## src/rtl/alu_if_pkg.sv

```systemverilog
// Shared types for the ALU start/done command path: op codes, FSM states and the
// command payload carried through the issuer FIFO.
package alu_if_pkg;

    localparam int unsigned ALU_W = 16;
    localparam int unsigned OP_W  = 3;

    localparam logic [OP_W-1:0] ALU_OP_ADD = 3'b000;
    localparam logic [OP_W-1:0] ALU_OP_SUB = 3'b001;

    typedef enum logic [1:0] {
        IDLE  = 2'd0,
        ISSUE = 2'd1,
        WAIT  = 2'd2
    } issuer_state_t;

    typedef struct packed {
        logic [ALU_W-1:0] a;
        logic [ALU_W-1:0] b;
        logic [OP_W-1:0]  op;
    } alu_cmd_t;

endpackage

```

## src/rtl/alu_cmd_issuer_if.sv

```systemverilog
// Command, ALU and response signals of the issuer; master is the issuer side,
// slave is the sequencer/ALU/consumer side.
interface alu_cmd_issuer_if #(
    parameter int unsigned W = 16
);
    import alu_if_pkg::*;

    logic            cmd_valid;
    logic            cmd_ready;
    logic [W-1:0]    cmd_a;
    logic [W-1:0]    cmd_b;
    logic [OP_W-1:0] cmd_op;

    logic [W-1:0]    alu_a;
    logic [W-1:0]    alu_b;
    logic [OP_W-1:0] alu_op;
    logic            alu_start;
    logic            alu_done;
    logic [W-1:0]    alu_result;

    logic            rsp_valid;
    logic            rsp_ready;
    logic [W-1:0]    rsp_data;
    logic            rsp_err;

    logic            busy;

    modport master (
        input  cmd_valid, cmd_a, cmd_b, cmd_op, alu_done, alu_result, rsp_ready,
        output cmd_ready, alu_a, alu_b, alu_op, alu_start, rsp_valid, rsp_data, rsp_err, busy
    );

    modport slave (
        output cmd_valid, cmd_a, cmd_b, cmd_op, alu_done, alu_result, rsp_ready,
        input  cmd_ready, alu_a, alu_b, alu_op, alu_start, rsp_valid, rsp_data, rsp_err, busy
    );

endinterface

```

## src/rtl/alu_cmd_fifo.sv

```systemverilog
// Synchronous command FIFO with async reset; head entry is presented combinationally.
module alu_cmd_fifo
    import alu_if_pkg::*;
#(
    parameter int unsigned DEPTH = 4
) (
    input  logic     clk,
    input  logic     rst,
    input  logic     push,
    input  logic     pop,
    input  alu_cmd_t wdata,
    output alu_cmd_t rdata,
    output logic     full,
    output logic     empty
);

    localparam int unsigned PTR_W = (DEPTH > 1) ? $clog2(DEPTH) : 1;
    localparam int unsigned CNT_W = $clog2(DEPTH + 1);

    alu_cmd_t         mem [DEPTH];
    logic [PTR_W-1:0] wr_ptr;
    logic [PTR_W-1:0] rd_ptr;
    logic [CNT_W-1:0] count;
    logic             do_push;
    logic             do_pop;

    assign do_push = push && !full;
    assign do_pop  = pop && !empty;
    assign full    = (count == CNT_W'(DEPTH));
    assign empty   = (count == '0);
    assign rdata   = mem[rd_ptr];

    // Pointers wrap naturally because DEPTH is a power of two.
    always_ff @(posedge clk or posedge rst) begin
        if (rst) begin
            wr_ptr <= '0;
            rd_ptr <= '0;
            count  <= '0;
        end else begin
            if (do_push) wr_ptr <= wr_ptr + PTR_W'(1);
            if (do_pop)  rd_ptr <= rd_ptr + PTR_W'(1);
            case ({do_push, do_pop})
                2'b10:   count <= count + CNT_W'(1);
                2'b01:   count <= count - CNT_W'(1);
                default: count <= count;
            endcase
        end
    end

    always_ff @(posedge clk) begin
        if (do_push) mem[wr_ptr] <= wdata;
    end

endmodule

```

## src/rtl/alu_cmd_issuer.sv

```systemverilog
// Buffers sequencer commands and issues them one at a time to the ALU over start/done,
// returning each result (or a timeout error) on a valid/ready response port.
module alu_cmd_issuer
    import alu_if_pkg::*;
#(
    parameter int unsigned W       = ALU_W,
    parameter int unsigned DEPTH   = 4,
    parameter int unsigned TIMEOUT = 15
) (
    input  logic              clk,
    input  logic              rst,
    alu_cmd_issuer_if.master  bus
);

    localparam int unsigned TO_W = $clog2(TIMEOUT + 1);

    issuer_state_t   state;
    logic [TO_W-1:0] to_cnt;
    logic [W-1:0]    alu_a_q;
    logic [W-1:0]    alu_b_q;
    logic [OP_W-1:0] alu_op_q;
    logic            rsp_valid_q;
    logic [W-1:0]    rsp_data_q;
    logic            rsp_err_q;

    alu_cmd_t        push_cmd;
    alu_cmd_t        head;
    logic            fifo_full;
    logic            fifo_empty;
    logic            push;
    logic            pop;

    assign push_cmd = '{a: ALU_W'(bus.cmd_a), b: ALU_W'(bus.cmd_b), op: bus.cmd_op};
    assign push     = bus.cmd_valid && !fifo_full;
    // Issue only when the response slot is free or being drained this cycle.
    assign pop      = (state == IDLE) && !fifo_empty && (!rsp_valid_q || bus.rsp_ready);

    alu_cmd_fifo #(.DEPTH(DEPTH)) u_fifo (
        .clk   (clk),
        .rst   (rst),
        .push  (push),
        .pop   (pop),
        .wdata (push_cmd),
        .rdata (head),
        .full  (fifo_full),
        .empty (fifo_empty)
    );

    always_ff @(posedge clk or posedge rst) begin
        if (rst) begin
            state       <= IDLE;
            to_cnt      <= '0;
            alu_a_q     <= '0;
            alu_b_q     <= '0;
            alu_op_q    <= '0;
            rsp_valid_q <= 1'b0;
            rsp_data_q  <= '0;
            rsp_err_q   <= 1'b0;
        end else begin
            if (rsp_valid_q && bus.rsp_ready) rsp_valid_q <= 1'b0;
            case (state)
                IDLE: begin
                    if (pop) begin
                        alu_a_q  <= W'(head.a);
                        alu_b_q  <= W'(head.b);
                        alu_op_q <= head.op;
                        state    <= ISSUE;
                    end
                end
                ISSUE: begin
                    to_cnt <= '0;
                    state  <= WAIT;
                end
                WAIT: begin
                    to_cnt <= to_cnt + TO_W'(1);
                    if (bus.alu_done) begin
                        rsp_data_q  <= bus.alu_result;
                        rsp_err_q   <= 1'b0;
                        rsp_valid_q <= 1'b1;
                        state       <= IDLE;
                    end else if (to_cnt == TO_W'(TIMEOUT - 1)) begin
                        rsp_data_q  <= '0;
                        rsp_err_q   <= 1'b1;
                        rsp_valid_q <= 1'b1;
                        state       <= IDLE;
                    end
                end
                default: state <= IDLE;
            endcase
        end
    end

    assign bus.cmd_ready = !fifo_full;
    assign bus.alu_a     = alu_a_q;
    assign bus.alu_b     = alu_b_q;
    assign bus.alu_op    = alu_op_q;
    assign bus.alu_start = (state == ISSUE);
    assign bus.rsp_valid = rsp_valid_q;
    assign bus.rsp_data  = rsp_data_q;
    assign bus.rsp_err   = rsp_err_q;
    assign bus.busy      = (state != IDLE) || !fifo_empty;

endmodule

```

## src/flat_wrapper.sv

```systemverilog
// flat-port wrapper written by rule: the top's interface ports become plain ports
module alu_cmd_issuer_flat import alu_if_pkg::*;
#(
    parameter int unsigned W       = ALU_W,
    parameter int unsigned DEPTH   = 4,
    parameter int unsigned TIMEOUT = 15
)
  (clk, rst, bus_cmd_valid, bus_cmd_a, bus_cmd_b, bus_cmd_op, bus_alu_done, bus_alu_result, bus_rsp_ready, bus_cmd_ready, bus_alu_a, bus_alu_b, bus_alu_op, bus_alu_start, bus_rsp_valid, bus_rsp_data, bus_rsp_err, bus_busy);
  alu_cmd_issuer_if #(.W(W)) bus_i ();
  input  logic clk;
  input  logic rst;
  input wire logic [$bits(bus_i.cmd_valid)-1:0] bus_cmd_valid;
  input wire logic [$bits(bus_i.cmd_a)-1:0] bus_cmd_a;
  input wire logic [$bits(bus_i.cmd_b)-1:0] bus_cmd_b;
  input wire logic [$bits(bus_i.cmd_op)-1:0] bus_cmd_op;
  input wire logic [$bits(bus_i.alu_done)-1:0] bus_alu_done;
  input wire logic [$bits(bus_i.alu_result)-1:0] bus_alu_result;
  input wire logic [$bits(bus_i.rsp_ready)-1:0] bus_rsp_ready;
  output wire logic [$bits(bus_i.cmd_ready)-1:0] bus_cmd_ready;
  output wire logic [$bits(bus_i.alu_a)-1:0] bus_alu_a;
  output wire logic [$bits(bus_i.alu_b)-1:0] bus_alu_b;
  output wire logic [$bits(bus_i.alu_op)-1:0] bus_alu_op;
  output wire logic [$bits(bus_i.alu_start)-1:0] bus_alu_start;
  output wire logic [$bits(bus_i.rsp_valid)-1:0] bus_rsp_valid;
  output wire logic [$bits(bus_i.rsp_data)-1:0] bus_rsp_data;
  output wire logic [$bits(bus_i.rsp_err)-1:0] bus_rsp_err;
  output wire logic [$bits(bus_i.busy)-1:0] bus_busy;
  assign bus_i.cmd_valid = bus_cmd_valid;
  assign bus_i.cmd_a = bus_cmd_a;
  assign bus_i.cmd_b = bus_cmd_b;
  assign bus_i.cmd_op = bus_cmd_op;
  assign bus_i.alu_done = bus_alu_done;
  assign bus_i.alu_result = bus_alu_result;
  assign bus_i.rsp_ready = bus_rsp_ready;
  assign bus_cmd_ready = bus_i.cmd_ready;
  assign bus_alu_a = bus_i.alu_a;
  assign bus_alu_b = bus_i.alu_b;
  assign bus_alu_op = bus_i.alu_op;
  assign bus_alu_start = bus_i.alu_start;
  assign bus_rsp_valid = bus_i.rsp_valid;
  assign bus_rsp_data = bus_i.rsp_data;
  assign bus_rsp_err = bus_i.rsp_err;
  assign bus_busy = bus_i.busy;
  alu_cmd_issuer #(.W(W), .DEPTH(DEPTH), .TIMEOUT(TIMEOUT)) u_core (.clk(clk), .rst(rst), .bus(bus_i));
endmodule
```

## config.mk

```make
export PLATFORM = sky130hd
export DESIGN_NAME = alu_cmd_issuer_flat
export DESIGN_NICKNAME = d
export VERILOG_FILES = /design/src/rtl/alu_if_pkg.sv /design/src/rtl/alu_cmd_issuer_if.sv /design/src/rtl/alu_cmd_fifo.sv /design/src/rtl/alu_cmd_issuer.sv /design/src/flat_wrapper.sv
export SDC_FILE = /design/constraint.sdc
export NUM_CORES = 1
export LEC_CHECK = 0
export CAP_MARGIN = 25
export CORE_MARGIN = 2
export CORE_UTILIZATION = 54
export CTS_CLUSTER_DIAMETER = 120
export DETAILED_ROUTE_END_ITERATION = 16
export PLACE_DENSITY = 0.79
export SETUP_SLACK_MARGIN = 0.1
export SLEW_MARGIN = 10
export SYNTH_ARGS = -nofsm -noshare
export SYNTH_HDL_FRONTEND = slang
export SYNTH_SLANG_ARGS = --single-unit
```

## constraint.sdc

```tcl
create_clock -name clk -period 3.4 [get_ports clk]
set_clock_uncertainty 0.05 [all_clocks]
set_input_delay 1.02 -clock clk [delete_from_list [all_inputs] [get_ports clk]]
set_output_delay 1.02 -clock clk [all_outputs]
set_load 0.02 [all_outputs]
```

=== Word-level counts from Yosys, hierarchy flattened ===
Memory sizes are Yosys's and may differ from the RTL's. A register that Yosys moved wholly into a read port is not among the register bits.
Cells that the tools add are included.

* Register bits after elaboration: 31
* Bits in latches: 0
* Bits in writable memories: 140
* Bits in read-only memories: 0
* Bits of input ports: 56
* Logic and storage cells: 58
* Memories kept: 1

* Add/sub/neg operators: 5
* Multiply operators: 0
* Div/mod/pow operators: 0
* Magnitude comparators: 0
* Equal/unequal tests: 8
* Shift-type cells: 0
* Muxes and demuxes: 16
* Bitwise gates (word level): 0
* Reduce and logical (&&, ||, !) cells: 20

{| class="wikitable"
|+ Memories
! name !! words !! width !! rd ports !! clocked after memory_dff !! write ports !! RTL line !! RTL
|-
| u_core.u_fifo.mem || 4 || 35 || 1 || 1 || 1 || alu_cmd_fifo.sv:20 || <nowiki>alu_cmd_t mem [DEPTH];</nowiki>
|}

{| class="wikitable"
|+ Operators with widths
! operator !! number
|-
| 16-bit two-way mux || 2
|-
| 1-bit two-way mux || 8
|-
| 4-bit case mux with 2 select lines || 1
|-
| 2-bit nonzero test || 4
|-
| 1-bit logical AND || 6
|-
| 2-bit two-way mux || 3
|-
| 2-bit case mux with 3 select lines || 1
|-
| 3-bit case mux with 2 select lines || 1
|-
| 2-bit AND reduction || 3
|-
| 2-bit by 1-bit adder with 2-bit output (second input constant) || 2
|-
| 4-bit by 1-bit adder with 4-bit output (second input constant) || 1
|-
| 2-bit by 1-bit equality test with 1-bit output (second input constant) || 2
|-
| 2-bit equality test (second input constant) || 2
|-
| 4-bit equality test (second input constant) || 1
|-
| 3-bit by 1-bit adder with 3-bit output (second input constant) || 1
|-
| 3-bit equality test (second input constant) || 1
|-
| 1-bit logical NOT || 3
|-
| 3-bit logical NOT || 1
|-
| 3-bit by 2-bit inequality test with 1-bit output (second input constant) || 1
|-
| 3-bit by 1-bit subtractor with 3-bit output (second input constant) || 1
|-
| 2-bit logical NOT || 1
|-
| 1-bit logical OR || 2
|-
| 2-bit inequality test (second input constant) || 1
|}

=== Longest topological paths before layout ===
* Depth after elaboration: 7
* Mapped depth: 11

=== Hierarchy ===
A second synthesis with hierarchy kept.

* Cells, all modules: 379
* Area total of the unflattened synthesis: 8,018.9 sq um

{| class="wikitable"
|+ Modules (own cells, without submodules)
! module !! instances !! cells each !! area an instance (sq um) !! sequential area each (sq um)
|-
| alu_cmd_fifo || 1 || 221 || 5,535.3 || 4,379.2
|-
| alu_cmd_issuer || 1 || 158 || 2,483.6 || 1,476.4
|}

=== Least setup slack after synthesis ===
OpenSTA, ideal clock, no wires.

* Kind: input-to-reg
* Start point: input bus_rsp_ready
* End point: register u_core.u_fifo.count[2]
* Library setup time: 79 ps
* Arrival time: 2,513 ps
* Required time: 3,271 ps
* Path slack: 758 ps
* Cell stages on the path: 10
* Buffers on the path: 1
* Cell sequence: nand2b_1 > nand3_4 > buf_6 > inv_1 > ha_1 > inv_1 > fa_1 > xor2_1 > nor2_1 > xor2_1

* Word-level cells in the longest chain between the ends: 5
* Elaborated cells on any way between the ends: 7

{| class="wikitable"
|+ Ends and longest elaborated chain
! what !! RTL line !! RTL
|-
| start: declaration || flat_wrapper.sv:18 || <nowiki>input wire logic [$bits(bus_i.rsp_ready)-1:0] bus_rsp_ready;</nowiki>
|-
| 1-bit logical OR (*) || alu_cmd_issuer.sv:36 || <nowiki>assign pop = (state == IDLE) && !fifo_empty && (!rsp_valid_q || bus.rsp_ready);</nowiki>
|-
| 1-bit logical AND (*) || alu_cmd_issuer.sv:36 ||
|-
| 1-bit logical AND (*) || alu_cmd_fifo.sv:28 || <nowiki>assign do_pop = pop && !empty;</nowiki>
|-
| via u_core.u_fifo.do_pop || alu_cmd_fifo.sv:25 || <nowiki>logic do_pop;</nowiki>
|-
| 2-bit by 1-bit equality test with 1-bit output or 2-bit equality test (tied branches) || alu_cmd_fifo.sv:42 || <nowiki>case ({do_push, do_pop})</nowiki>
|-
| 3-bit case mux with 2 select lines or 2-bit nonzero test (tied branches) || - ||
|-
| end signal: assignment || alu_cmd_fifo.sv:43 || <nowiki>2'b10: count <= count + CNT_W'(1);</nowiki>
|-
| end signal: assignment || alu_cmd_fifo.sv:44 || <nowiki>2'b01: count <= count - CNT_W'(1);</nowiki>
|-
| end signal: assignment || alu_cmd_fifo.sv:45 || <nowiki>default: count <= count;</nowiki>
|-
| end: declaration || alu_cmd_fifo.sv:23 || <nowiki>logic [CNT_W-1:0] count;</nowiki>
|}

Mark *: on every way through the listed nets, which the timed path passes. The rest lies on a longest branch.
A chain may end at the register's enable or synchronous reset.

=== Worst setup path in the final report ===
* Start point: register u_core.u_fifo.count[0]
* End point: output bus_cmd_ready

* Word-level cells in the longest chain between the ends: 2

{| class="wikitable"
|+ Ends and longest elaborated chain
! what !! RTL line !! RTL
|-
| 3-bit equality test || alu_cmd_fifo.sv:29 || <nowiki>assign full = (count == CNT_W'(DEPTH));</nowiki>
|-
| 1-bit logical NOT || alu_cmd_issuer.sv:93 || <nowiki>assign bus.cmd_ready = !fifo_full;</nowiki>
|-
| end: declaration || flat_wrapper.sv:19 || <nowiki>output wire logic [$bits(bus_i.cmd_ready)-1:0] bus_cmd_ready;</nowiki>
|}

Every way passes these cells.

==> flow_summary.toml <==
[sta]
timing.fmax_mhz = 329.6
fin_crit_sh_pct = 89.24
relSlewSlack_pct = 39.73
tightest_slew_ps = 904.0
drv_slew = 0
min_period_ps = 3034
grt_setup_unrepaired = "no"
finalSetupTns_ps = 0
finalSetupViolations = 0
hold_violations = 0

[die]
die_w_um = 124.4
die_h_um = 124.4
io_pins = 112
initial_utilization_pct = 54.49
rows = 44
dieArea_um2 = 15480
coreArea_um2 = 14370

[finish]
n_antenna_cell = 0
nNetsFinal = 573
fillers = 917
final_util_pct = 68.87
drive_gt1_share_pct = 23.27
area_growth_pct = 26.38
final_cells = 704

[route]
dr.pass1.iters = 4
via_count = 3905
drtIter0Drc = 276
viasPerCell = 5.547
routed_wl_mm = 14.39
wl_per_cell_um = 20.44
drcViolationCount = 0
ant_nets = 0

[synth]
synth_xor_area_share_pct = 0.6711
synth.top_cell.area_share_pct = 53.69
synth_compound_area_share_pct = 2.477
yosys.area.top_type = "edfxtp_1"
syn_nets = 443
ys_warn_count = 0
synth_area_um2 = 7830
avgSynthCellArea_um2 = 20.88
synth_cell_types = 35
synth_top_family_by_area = "multiplexers"
synthSimpleGateAreaFrac_pct = 1.950
syn_inst = 375
yosys_register_bits = 206
ys_seq_area_share_pct = 74.78
synthAdderAreaFrac_pct = 2.013
synth.area.mux_share_pct = 16.00
synth_area_leaders = "edfxtp_1, dfrtp_1, mux4_2, mux2_2, mux4_1"

[power_and_ir_drop]
ir_drop_v = 0.0005709
p_leak_nw = 3.629
power.density_nw_per_um2 = 950.0

[cts]
path_clk_slew_ps = 60
clock_path_buffers = 3
numCtsBuffers = 21
cts_tree = "yes"
cts_htree_levels = 1
clock_latency_ps = 480
cts_setup_buffers = 0
cts_sinks = 206
cts_hold_buf = 0
ctsRootBufferMaster = "clkbuf_16"
ctsResizeCount = 0

[global_routing]
grt_pass1_wl_mm = 22.94
grt.met2_usage_pct = 31.98
grt_pass1_vias = 4237
grtUsageMet1_pct = 24.98
antenna_found_initial = 0
grt_max_degree = 37
busiest_layer = "met2"
overflow = 0
use_met3_pct = 3.651
grtUsageTotal_pct = 18.81

[setup_path]
end_kind = "output pin"
crit_path_max_fanout = 6
ff2ff_setup_slack_ps = 1070
crit_arrival_ps = 1960
crit_type = "reg2out"
required_ps = 2330
start_kind = "register"
r2r_cells = 9
r2r_start = "u_core.u_fifo.count[0]"
r2r_end = "u_core.u_fifo.count[2]"

[hold_path]
min_delay_worst_endpoint = "u_core.bus.rsp_data[5]"
hold_path_class = "reg2reg"
hold_depth = 1
min-delay-start = "u_core.bus.rsp_data[5]"

[placement]
io_buffers = 111
globalplace.congestion = 0.8009
place_inst = 666
hpwl_mm = 8.973

[status]
status = "complete, no violations"

[job]
maxCapViolations = 0
## power by group
part	switching (W)	internal (W)
combinational	0.00143	0.00171
clock	0.000906	0.00143
sequential	0.000469	0.00346
total	0.00281	0.00660
## state kept, by name, summed over array words and instances (netlist names)
| register | count |
|---|---|
| u_core.bus.alu_op | 3 |
| u_core.bus.rsp_err | 1 |
| u_core.state | 2 |
| u_core.u_fifo.rd_ptr | 2 |
| u_core.u_fifo.count | 3 |
| u_core.u_fifo.mem | 140 |
| u_core.to_cnt | 4 |
| u_core.bus.alu_b | 16 |
| u_core.bus.rsp_valid | 1 |
| u_core.bus.rsp_data | 16 |
| u_core.bus.alu_a | 16 |
| u_core.u_fifo.wr_ptr | 2 |
## metrics by stage
step | setup slack [ps] | area [um2] | total power, W | hold WS [ps]
2_1_floorplan | 675.2 | 7830 | 0.005941 | 421.6
3_3_place_gp | 458.4 | 9175 | 0.007002 | 439.3
3_5_place_dp | 383.8 | 9175 | 0.007145 | 441.5
4_1_cts | 341.2 | 9896 | 0.009526 | 456.6
5_1_grt | 309.3 | 9896 | 0.009865 | 467.0
6_report | 365.9 | 9896 | 0.009401 | 453.8
## cells in the final DEF, fill, tap and decap left out, drive strengths merged, types with 2 or more instances in the layout
master / instances
o21ai: 4
mux4: 35
and3: 4
nand3: 4
mux2: 38
bufinv: 3
nand2: 3
clkinvlp: 4
buf: 11
edfxtp: 140
or3: 2
clkdlybuf4s50: 111
xor2: 2
and2: 2
a22o: 16
nand2b: 2
a21oi: 2
inv: 14
clkbuf: 27
xnor2: 4
dfrtp: 66
clkinv: 4
ha: 11
## synthesized netlist by cell type (all sizes together)
cell type,number
a31oi,1
nor3,1
fa,1
o2bb2ai,1
xnor2,4
xor2,2
nand3,4
a21oi,2
clkbuf,5
buf,10
or3b,1
dfrtp,66
or3,2
ha,11
nand2b,2
nand4,1
mux2i,1
mux2,38
and3b,1
inv,14
o21ai,4
nor2b,1
nand2,3
mux4,35
nor2,1
and2,2
a22o,16
and3,4
edfxtp,140
a221oi,1
## layer usage
layer | vias up | part of all wire, %
met5 | - | 0
met4 | 0 | 2.2
met3 | 27 | 5.3
met2 | 133 | 51
met1 | 1998 | 42
li1 | 1747 | -
## worst max-delay path by stage
stage / start / to / slack (ps)
after floorplan: rst / u_core.bus.alu_a[0] / 680
after global placement: bus_rsp_ready / u_core.u_fifo.count[2] / 460
after detailed placement: bus_rsp_ready / u_core.u_fifo.count[2] / 380
after CTS: u_core.u_fifo.count[0] / bus_cmd_ready / 340
after global routing: u_core.u_fifo.count[0] / bus_cmd_ready / 310
final: u_core.u_fifo.count[0] / bus_cmd_ready / 370
## kinds of logic (layout without fill, tap and decap cells)
| logic type | count (synthesis) | count (layout) |
|---|---|---|
| XOR/XNOR | 6 | 6 |
| AO/OA/AOI/OAI | 25 | 25 |
| multiplexers | 74 | 74 |
| AND/OR/NAND/NOR | 23 | 23 |
| flip-flops | 206 | 206 |
| adder cells (fa/ha/maj) | 12 | 12 |
| buffers and inverters | 29 | 174 |
## critical path: stages, from the launching register on
cell and delay, ps:
dfrtp_1 430, or3b_1 480, clkdlybuf4s50_1 580
## cell type report
type,instances,area (um2),area share (%)
Sequential cell,206,5858,59.20
Tap cell,184,230.2,2.326
Inverter,14,53.80,0.5437
Timing Repair Buffer,122,1219,12.32
Clock buffer,27,578.1,5.841
Clock inverter,11,142.6,1.441
Multi-Input combinational cell,140,1814,18.33
No activity file was read; power rests on OpenSTA's default activity.
